<file path="src/rtl/led_fade_if.sv">
// LED fade driver signal bundle: pattern/enable in, LED drive and debug status out.
interface led_fade_if #(
    parameter int unsigned N_CH     = 8,
    parameter int unsigned PWM_BITS = 4
);
    logic [N_CH-1:0]          pattern;
    logic                     enable;
    logic [N_CH-1:0]          led;
    logic [N_CH*PWM_BITS-1:0] level_flat;
    logic                     settled;

    modport master (
        output pattern,
        output enable,
        input  led,
        input  level_flat,
        input  settled
    );

    modport slave (
        input  pattern,
        input  enable,
        output led,
        output level_flat,
        output settled
    );
endinterface

</file>
<file path="src/rtl/led_fade_driver.sv">
// LED fade driver: each channel ramps its brightness one step per fade tick toward the
// target on/off state and is rendered with a free-running PWM counter.
module led_fade_driver #(
    parameter int unsigned N_CH     = 8,
    parameter int unsigned PWM_BITS = 4,
    parameter int unsigned STEP_DIV = 3125000
) (
    input logic       clk,
    input logic       reset,
    led_fade_if.slave bus
);
    localparam int unsigned         CntW    = $clog2(STEP_DIV);
    localparam logic [PWM_BITS-1:0] MaxLvl  = {PWM_BITS{1'b1}};
    localparam logic [PWM_BITS-1:0] ZeroLvl = {PWM_BITS{1'b0}};
    localparam logic [CntW-1:0]     LastCnt = CntW'(STEP_DIV - 1);

    logic [N_CH-1:0]     pat_q;
    logic [CntW-1:0]     cnt_q, cnt_d;
    logic                step_tick;
    logic [PWM_BITS-1:0] pwm_q;
    logic [PWM_BITS-1:0] level_q [N_CH];
    logic [PWM_BITS-1:0] level_d [N_CH];
    logic [N_CH-1:0]     led_q, led_d;
    logic                settled_c;

    // Fade step timing: counter advances only while enabled, tick on its last value.
    always_comb begin
        step_tick = (cnt_q == LastCnt);
        cnt_d     = cnt_q;
        if (bus.enable) begin
            cnt_d = step_tick ? '0 : cnt_q + CntW'(1);
        end
    end

    // Saturating per-channel level ramp; the tick sees pat_q before this edge's update.
    always_comb begin
        for (int i = 0; i < N_CH; i++) begin
            level_d[i] = level_q[i];
            if (bus.enable && step_tick) begin
                if (pat_q[i] && (level_q[i] != MaxLvl)) begin
                    level_d[i] = level_q[i] + PWM_BITS'(1);
                end else if (!pat_q[i] && (level_q[i] != ZeroLvl)) begin
                    level_d[i] = level_q[i] - PWM_BITS'(1);
                end
            end
        end
    end

    // PWM compare: full level is forced solid on, otherwise level k gives k of 16 cycles.
    always_comb begin
        for (int i = 0; i < N_CH; i++) begin
            led_d[i] = bus.enable & ((level_q[i] == MaxLvl) | (level_q[i] > pwm_q));
        end
    end

    // Settled when every channel sits at the rail its target bit selects.
    always_comb begin
        settled_c = 1'b1;
        for (int i = 0; i < N_CH; i++) begin
            if (level_q[i] != (pat_q[i] ? MaxLvl : ZeroLvl)) begin
                settled_c = 1'b0;
            end
        end
    end

    // Flatten levels for the debug port.
    always_comb begin
        bus.level_flat = '0;
        for (int i = 0; i < N_CH; i++) begin
            bus.level_flat[i*PWM_BITS +: PWM_BITS] = level_q[i];
        end
    end

    assign bus.led     = led_q;
    assign bus.settled = settled_c;

    // State registers; reset clears everything asynchronously.
    always_ff @(posedge clk or posedge reset) begin
        if (reset) begin
            pat_q <= '0;
            cnt_q <= '0;
            pwm_q <= '0;
            led_q <= '0;
            for (int i = 0; i < N_CH; i++) begin
                level_q[i] <= '0;
            end
        end else begin
            pat_q <= bus.pattern;
            cnt_q <= cnt_d;
            pwm_q <= pwm_q + PWM_BITS'(1);
            led_q <= led_d;
            for (int i = 0; i < N_CH; i++) begin
                level_q[i] <= level_d[i];
            end
        end
    end
endmodule
</file>
<file path="src/flat_wrapper.sv">
// flat-port wrapper written by rule: the top's interface ports become plain ports
module led_fade_driver_flat 
#(
    parameter int unsigned N_CH     = 8,
    parameter int unsigned PWM_BITS = 4,
    parameter int unsigned STEP_DIV = 3125000
)
  (clk, reset, bus_pattern, bus_enable, bus_led, bus_level_flat, bus_settled);
  led_fade_if #(.N_CH(N_CH), .PWM_BITS(PWM_BITS)) bus_i ();
  input logic clk;
  input logic reset;
  input wire logic [$bits(bus_i.pattern)-1:0] bus_pattern;
  input wire logic [$bits(bus_i.enable)-1:0] bus_enable;
  output wire logic [$bits(bus_i.led)-1:0] bus_led;
  output wire logic [$bits(bus_i.level_flat)-1:0] bus_level_flat;
  output wire logic [$bits(bus_i.settled)-1:0] bus_settled;
  assign bus_i.pattern = bus_pattern;
  assign bus_i.enable = bus_enable;
  assign bus_led = bus_i.led;
  assign bus_level_flat = bus_i.level_flat;
  assign bus_settled = bus_i.settled;
  led_fade_driver #(.N_CH(N_CH), .PWM_BITS(PWM_BITS), .STEP_DIV(STEP_DIV)) u_core (.clk(clk), .reset(reset), .bus(bus_i));
endmodule
</file>
<file path="config.mk">
export PLATFORM = sky130hd
export DESIGN_NAME = led_fade_driver_flat
export DESIGN_NICKNAME = d
export VERILOG_FILES = /design/src/rtl/led_fade_if.sv /design/src/rtl/led_fade_driver.sv /design/src/flat_wrapper.sv
export SDC_FILE = /design/constraint.sdc
export NUM_CORES = 1
export LEC_CHECK = 0
export ABC_AREA = 0
export CORE_MARGIN = 4
export CORE_UTILIZATION = 35
export DETAILED_ROUTE_END_ITERATION = 10
export PLACE_DENSITY = 0.64
export SYNTH_ARGS = -nofsm -noshare
export SYNTH_HDL_FRONTEND = slang
export SYNTH_SLANG_ARGS = --single-unit
</file>
<file path="constraint.sdc">
create_clock -name clk -period 6.1 [get_ports clk]
set_input_delay 0.915 -clock clk [delete_from_list [all_inputs] [get_ports clk]]
set_output_delay 0.915 -clock clk [all_outputs]
set_load 0.1 [all_outputs]
</file>
==> summary.txt, run 1 <==
Finish
  – Final Non-Filler Cells: 652
  – Share of layout cells above drive strength 1: 0.102
  – Fillers: 1190
  – Fin util: 0.442
  – P&R area growth vs syn: 22.0%
  – Final instance area: 5670 µm²
  – Register area: 1850 µm²
  – Nets: 544
  – Multi-input logic area: 2700 µm²
  – N_diodes: 0

STA
  – Period utilisation layout: 0.669
  – Endpoints failing hold: 0
  – Final setup fails: 0
  – Max-slew headroom: 0.202
  – FMAX: 0.245 GHz
  – Final worst setup slack: 2.02 ns
  – Hold Slack: 0.474 ns
  – Count of pins over their slew limit: 0
  – Worst-Margin Slew: 1.19 ns
  – Worst Skew: 0.00621 ns
  – RSZ-0062 raised after global routing: no
  – Setup TNS: 0 ns
  – Crit path time final: 4.08 ns

Global route
  – Initial antenna violation count: 0
  – GRT overflow: 0
  – Vias in the first global route: 3722
  – Largest net degree at the start of global routing: 75
  – Global-route wire length before repair: 17900 µm
  – Gr usage total: 0.150

Die
  – Starting Density: 0.362
  – Die Y: 123 µm
  – Chip width: 123 µm
  – Core Area: 12800 µm²
  – Rows: 41
  – # IOs: 52
  – Die area: 15200 µm²

Placement
  – Buffers on Ports: 51
  – Final Wtd Congestion: 0.855
  – Placement Setup Slack: 2.38 ns
  – # placed instances: 636
  – Placed cell area: 5340 µm²
  – HPWL Detailed: 7670 µm

Clock network
  – Root buffer cell: clkbuf_16
  – Clk_lat worst skew: 0.35 ns
  – CTS sink cnt: 74
  – Setup bufs post-CTS: 0
  – H-tree lvl count: 3
  – CTS Buf Count: 9
  – Post-cts resize count: 0
  – Clock Path Buffers: 2
  – Hold-fix buffers, CTS: 0
  – TritonCTS clock tree: yes
  – Worst-path clk slew: 0.06 ns

Logic synthesis
  – Yosys warning count: 0
  – Seq/Total Area, Yosys: 0.398
  – Top cell type's share of synthesized area: 0.398
  – Top cells by count, synth: dfrtp_1, ha_1, o21ai_0
  – Synth Flop Type: dfrtp_1
  – Post-synthesis cell count: 419
  – Synth Register Bits: 74
  – Async S/R FF share, synth: 1.00
  – Syn Area/Cell: 11.1 µm²
  – Number of synthesized flops with an enable pin: 0
  – Post-Synthesis Cell Area: 4650 µm²
  – Largest area contributor in the netlist: dfrtp_1
  – Number of distinct library cells after synthesis: 34
  – Synthesized net count: 488
  – Count leader, synth: dfrtp_1
  – Cells taking the most area after synthesis: dfrtp_1, ha_1, mux2_2

Route
  – First-pass iteration count of the detailed router: 6
  – Total Wirelength: 10600 µm
  – Vias per Instance: 5.44
  – Initial drt markers: 191
  – Routed len/inst: 16.3 µm
  – Post-route ant nets: 0
  – Remaining DRCs: 0
  – DR vias: 3546

Setup path
  – Element type at the critical path start: register
  – Slowest-stage cell, CP: clkdlybuf4s50_1
  – CP top delay family: buffers and inverters
  – Worst setup EP type: primary output
  – CP max stage delay: 1.16 ns
  – CP Class: register to primary output
  – CP arrival: 3.17 ns
  – Critical path fanouts, max: 7
  – CP Data Required Time: 5.18 ns
  – CP Buf/Inv Count: 1
  – Worst-path cell chain: or4_1 -> mux2i_1 -> nand4_1 -> nor2_1 -> clkdlybuf4s50_1

Power
  – Peak supply drop: 0.150 mV
  – Pint: 949 µW
  – Clk pwr share: 0.446
  – Pwr Total: 1.30 mW
  – Pwr Density: 230 nW/µm²
  – Power share of the sequential group: 0.427
  – Switching Power: 354 µW
  – Logic pwr share: 0.127
  – Leak Pwr: 2.58 nW
  – Net Sw Frac: 0.272

Worst hold path
  – Worst min-delay path category: register to register

Run status
  – Status: finished, final reports clean

Job
  – Max cap viols: 0
metal layers:
metal  part of all wire  track usage
met1               0.42        0.180
met2               0.50        0.253
met3              0.058       0.0416
met4              0.028       0.0644
met5                  0            0
cell usage in the layout, fill, tap and decap left out:
cell,synthesis,layout
dfrtp_1,74,74
clkdlybuf4s50_1,0,51
ha_1,50,50
o21ai_0,29,29
nand4_1,25,25
xor2_1,23,23
mux2_2,18,18
nand2_1,17,17
nor2_1,16,16
a21o_1,16,16
xnor2_1,15,15
or3_1,14,14
inv_1,15,14
or4_1,12,12
and3_1,10,10
a21boi_0,9,9
a21oi_1,9,9
clkbuf_16,0,9
nand4b_1,8,8
mux2i_1,8,8
a2111oi_2,8,8
nor2b_1,8,8
fa_1,8,8
nand3_1,5,5
and4_1,4,4
o31ai_1,3,3
clkinv_4,0,3
or4_4,2,2
nor4_2,2,2
bufinv_16,0,2
inv_2,0,1
or4b_1,1,1
nand2b_1,1,1
and4_2,1,1
nor3_1,1,1
clkinvlp_4,0,1
inv_6,0,1
buf_4,0,1
worst paths after layout:
kind | start | endpoint | slack (ns) | depth (start not counted)
min | u_core.pwm_q[3]$_DFF_PP0_ | u_core.pwm_q[3]$_DFF_PP0_ | 0.47 | 1
min in group asynchronous | reset | u_core.bus.level_flat[10]$_DFFE_PP0P_ | 1.16 | 3
max in group asynchronous | reset | u_core.bus.level_flat[25]$_DFFE_PP0P_ | 4.29 | 3
max | u_core.bus.level_flat[8]$_DFFE_PP0P_ | bus_settled | 2.02 | 5
max reg2reg | u_core.cnt_q[7]$_DFFE_PP0P_ | u_core.bus.level_flat[17]$_DFFE_PP0P_ | 3.24 | 4
min reg2reg | u_core.pwm_q[3]$_DFF_PP0_ | u_core.pwm_q[3]$_DFF_PP0_ | 0.47 | 1
power groups by stage:
stage	logic (mW)	clock network, mW	registers (mW)
final	0.166	0.581	0.557
after floorplan	0.0873	0	0.595
after global placement	0.163	0	0.565
after CTS	0.168	0.601	0.556
after global routing	0.181	0.623	0.561
after detailed placement	0.167	0	0.565
flip-flops by register name, summed over array words and instances, names as in the netlist:
signal                 count
u_core.bus.led             8
u_core.pat_q               8
u_core.cnt_q              22
u_core.pwm_q               4
u_core.bus.level_flat     32
cell families after synthesis:
kind of cell	count (synthesis)	share of synthesized area
simple gates	127	0.168
fa+ha+maj	58	0.169
compound gates	74	0.112
flops	74	0.398
buf+inv	22	0.0205
xor+xnor	38	0.0716
mux	26	0.0608
cell type report:
| class | count | share of cell area |
|---|---|---|
| inverters | 15 | 0.00993 |
| flip-flops and latches | 74 | 0.327 |
| clock buffers | 9 | 0.0397 |
| multi-input cells | 323 | 0.476 |
| repair buffers | 52 | 0.0914 |
| well taps | 172 | 0.0380 |
| clock inverters | 7 | 0.0181 |
worst reg2reg max path, delay by kind of cell (launching register included):
kind             cells  cell delay [ns]
AND/OR/NAND/NOR      3             1.90
multiplexers         1             0.39
flip-flops           1             0.45
Note: power is estimated with default switching activity, not from simulation.
==> run 2, diff against run 1 <==
clock period = 3.9 ns   (was 6.1 ns; I/O delays follow)
==> run 2 against run 1 <==
Effect of this change:
- flip-flop and latch count is the same
- critical path type unchanged
- register-to-register slack lost 2.1 ns
- routed wire length shrank 1.4%
- sequential share of layout area shrank 0.18 points
- non-clock buffer count grew 3
==> summary.txt, run 2 (synthesis gave the netlist of run 1 again) <==
Clock network
  – Setup bufs post-CTS: 0 (unchanged)
  – Post-cts resize count: 0 (unchanged)
  – Clock Path Buffers: 2 (unchanged)
  – CTS Buf Count: 9 (unchanged)
  – Hold-fix buffers, CTS: 0 (unchanged)
  – Worst-path clk slew: 0.06 ns (about the same)
  – CTS sink cnt: 74 (unchanged)
  – Clk_lat worst skew: 0.34 ns (about the same)
  – Root buffer cell: clkbuf_16
  – H-tree lvl count: 3 (unchanged)
  – TritonCTS clock tree: yes

Setup path
  – Worst setup EP type: primary output
  – Reg-to-reg slack, setup: 1.19 ns (-2.05 ns)
  – CP Data Required Time: 3.31 ns (-1.87 ns)
  – Critical path fanouts, max: 7 (unchanged)
  – CP arrival: 2.32 ns (-0.85 ns)
  – CP Class: register to primary output
  – CP startpoint: u_core.bus.level_flat[8]$_DFFE_PP0P_
  – Element type at the critical path start: register
  – Worst R2R Start: u_core.cnt_q[14]$_DFFE_PP0P_

Finish
  – N_diodes: 0 (unchanged)
  – Nets: 547 (+0.55%)
  – Final Non-Filler Cells: 655 (+0.46%)
  – Largest register FFs: 32 (unchanged)
  – Fin util: 0.445 (+0.00244)
  – Commonest non-fill, non-tap cell in the layout: dfrtp_1
  – Fillers: 1218 (+2.4%)
  – Most frequent cells in the layout: dfrtp_1, ha_1, clkdlybuf4s50_1
  – Share of layout cells above drive strength 1: 0.110 (+0.00765)
  – P&R area growth vs syn: 22.7%

Power
  – Pint: 1.53 mW (+61%)
  – Leak Pwr: 2.61 nW (+1.0%)
  – Pwr Density: 361 nW/µm² (+57%)
  – Power share of the sequential group: 0.424 (-0.003)
  – Net Sw Frac: 0.256 (-0.0163)
  – Clk pwr share: 0.451 (+0.005)
  – Switching Power: 526 µW (+48%)
  – Logic pwr share: 0.126 (about the same)
  – Peak supply drop: 0.206 mV (+37%)

STA
  – Setup TNS: 0 ns (unchanged)
  – RSZ-0062 raised after global routing: no
  – Worst-Margin Slew: 0.993 ns (-0.194 ns)
  – FMAX: 0.344 GHz
  – Period utilisation layout: 0.745
  – Max-slew headroom: 0.336 (+0.134)
  – Worst Skew: 0.00931 ns (+0.00310 ns)
  – Count of pins over their slew limit: 0 (unchanged)
  – Endpoints failing hold: 0 (unchanged)
  – Crit path time final: 2.91 ns
  – Final setup fails: 0 (unchanged)

Global route
  – Initial antenna violation count: 0 (unchanged)
  – GRT overflow: 0 (unchanged)
  – Gr usage total: 0.147 (-0.00358)
  – Global-route wire length before repair: 17600 µm (-1.4%)
  – Vias in the first global route: 3601 (-3.3%)
  – Largest net degree at the start of global routing: 75 (unchanged)

Route
  – Met2 WL post-DR: 5220 µm (-1.1%)
  – Vias per Instance: 5.32 (-2.3%)
  – DR vias: 3482 (-1.8%)
  – First-pass iteration count of the detailed router: 4 (-2)
  – Top Metal Used: met4
  – Routed len/inst: 16.0 µm (-1.8%)
  – Total Wirelength: 10500 µm (-1.4%)
  – Met3 routed WL: 415 µm (-32%)
  – Metal-1 WL: 4740 µm (+7.2%)
  – Post-route ant nets: 0 (unchanged)
  – Initial drt markers: 193 (+1.0%)
  – Remaining DRCs: 0 (unchanged)

Die
  – Die Y: 123 µm (unchanged)
  – Rows: 41 (unchanged)
  – Starting Density: 0.362 (unchanged)
  – # IOs: 52 (unchanged)
  – Core Area: 12800 µm² (unchanged)
  – Die area: 15200 µm² (unchanged)
  – Chip width: 123 µm (unchanged)

Run status
  – Status: finished, final reports clean

Worst hold path
  – Hold path start: u_core.pwm_q[3]$_DFF_PP0_
  – Worst min-delay path category: register to register

Placement
  – # placed instances: 639 (+0.47%)
  – HPWL Detailed: 7710 µm (+0.50%)
  – Final Wtd Congestion: 0.820 (-4.2%)
  – Buffers on Ports: 51 (unchanged)

Job
  – Max cap viols: 0 (unchanged)
==> run 2: path summary, 6_finish.rpt <==
| path | endpoint | cells past startpoint |
|---|---|---|
| worst max-delay path | bus_settled | 5 |
| max in group asynchronous | u_core.bus.level_flat[18]$_DFFE_PP0P_ | 3 |
| worst max register to register | u_core.cnt_q[3]$_DFFE_PP0P_ | 4 |
| worst min register to register | u_core.pwm_q[3]$_DFF_PP0_ | 1 |
| min in group asynchronous | u_core.bus.level_flat[8]$_DFFE_PP0P_ | 3 |
| worst min-delay path | u_core.pwm_q[3]$_DFF_PP0_ | 1 |
==> run 2: layout make-up <==
cell class,count,area [µm²],share of cell area
clock buffers,12,267,0.0467
clock inverters,4,72.6,0.0127
inverters,15,56.3,0.00987
multi-input cells,323,2700,0.474
flip-flops and latches,74,1850,0.325
well taps,172,215,0.0377
repair buffers,55,538,0.0944
==> run 2: per-layer routing <==
layer  GRT usage  vias up
met1       0.187     1723
li1            -     1691
met4      0.0381        0
met5           0        -
met2       0.247       61
met3      0.0384        7
==> run 2: stage by stage <==
step | total power [mW] | hold slack, ns | setup WS [ns] | cell area (µm²)
after CTS | 2.09 | 0.475 | 0.990 | 5700
final | 2.06 | 0.473 | 0.994 | 5700
after floorplan | 1.07 | 0.446 | 0.285 | 4650
after global routing | 2.16 | 0.504 | 0.903 | 5700
after detailed placement | 1.14 | 0.466 | 1.16 | 5360
after global placement | 1.14 | 0.459 | 1.24 | 5360
==> run 2: power groups by stage <==
stage / Sequential [mW] / Clock, mW / Combinational [mW]
2_1_floorplan: 0.931 / 0 / 0.136
3_3_place_gp: 0.886 / 0 / 0.252
3_5_place_dp: 0.884 / 0 / 0.259
4_1_cts: 0.871 / 0.952 / 0.263
5_1_grt: 0.880 / 0.989 / 0.286
6_report: 0.871 / 0.927 / 0.258
==> run 2: worst max-delay path, cell delays in order (launching register included) <==
cell and delay, ns:
dfrtp_1 0.46, or4_1 0.54, mux2i_1 0.31, nand4_1 0.16
nor2_1 0.18, buf_4 0.32
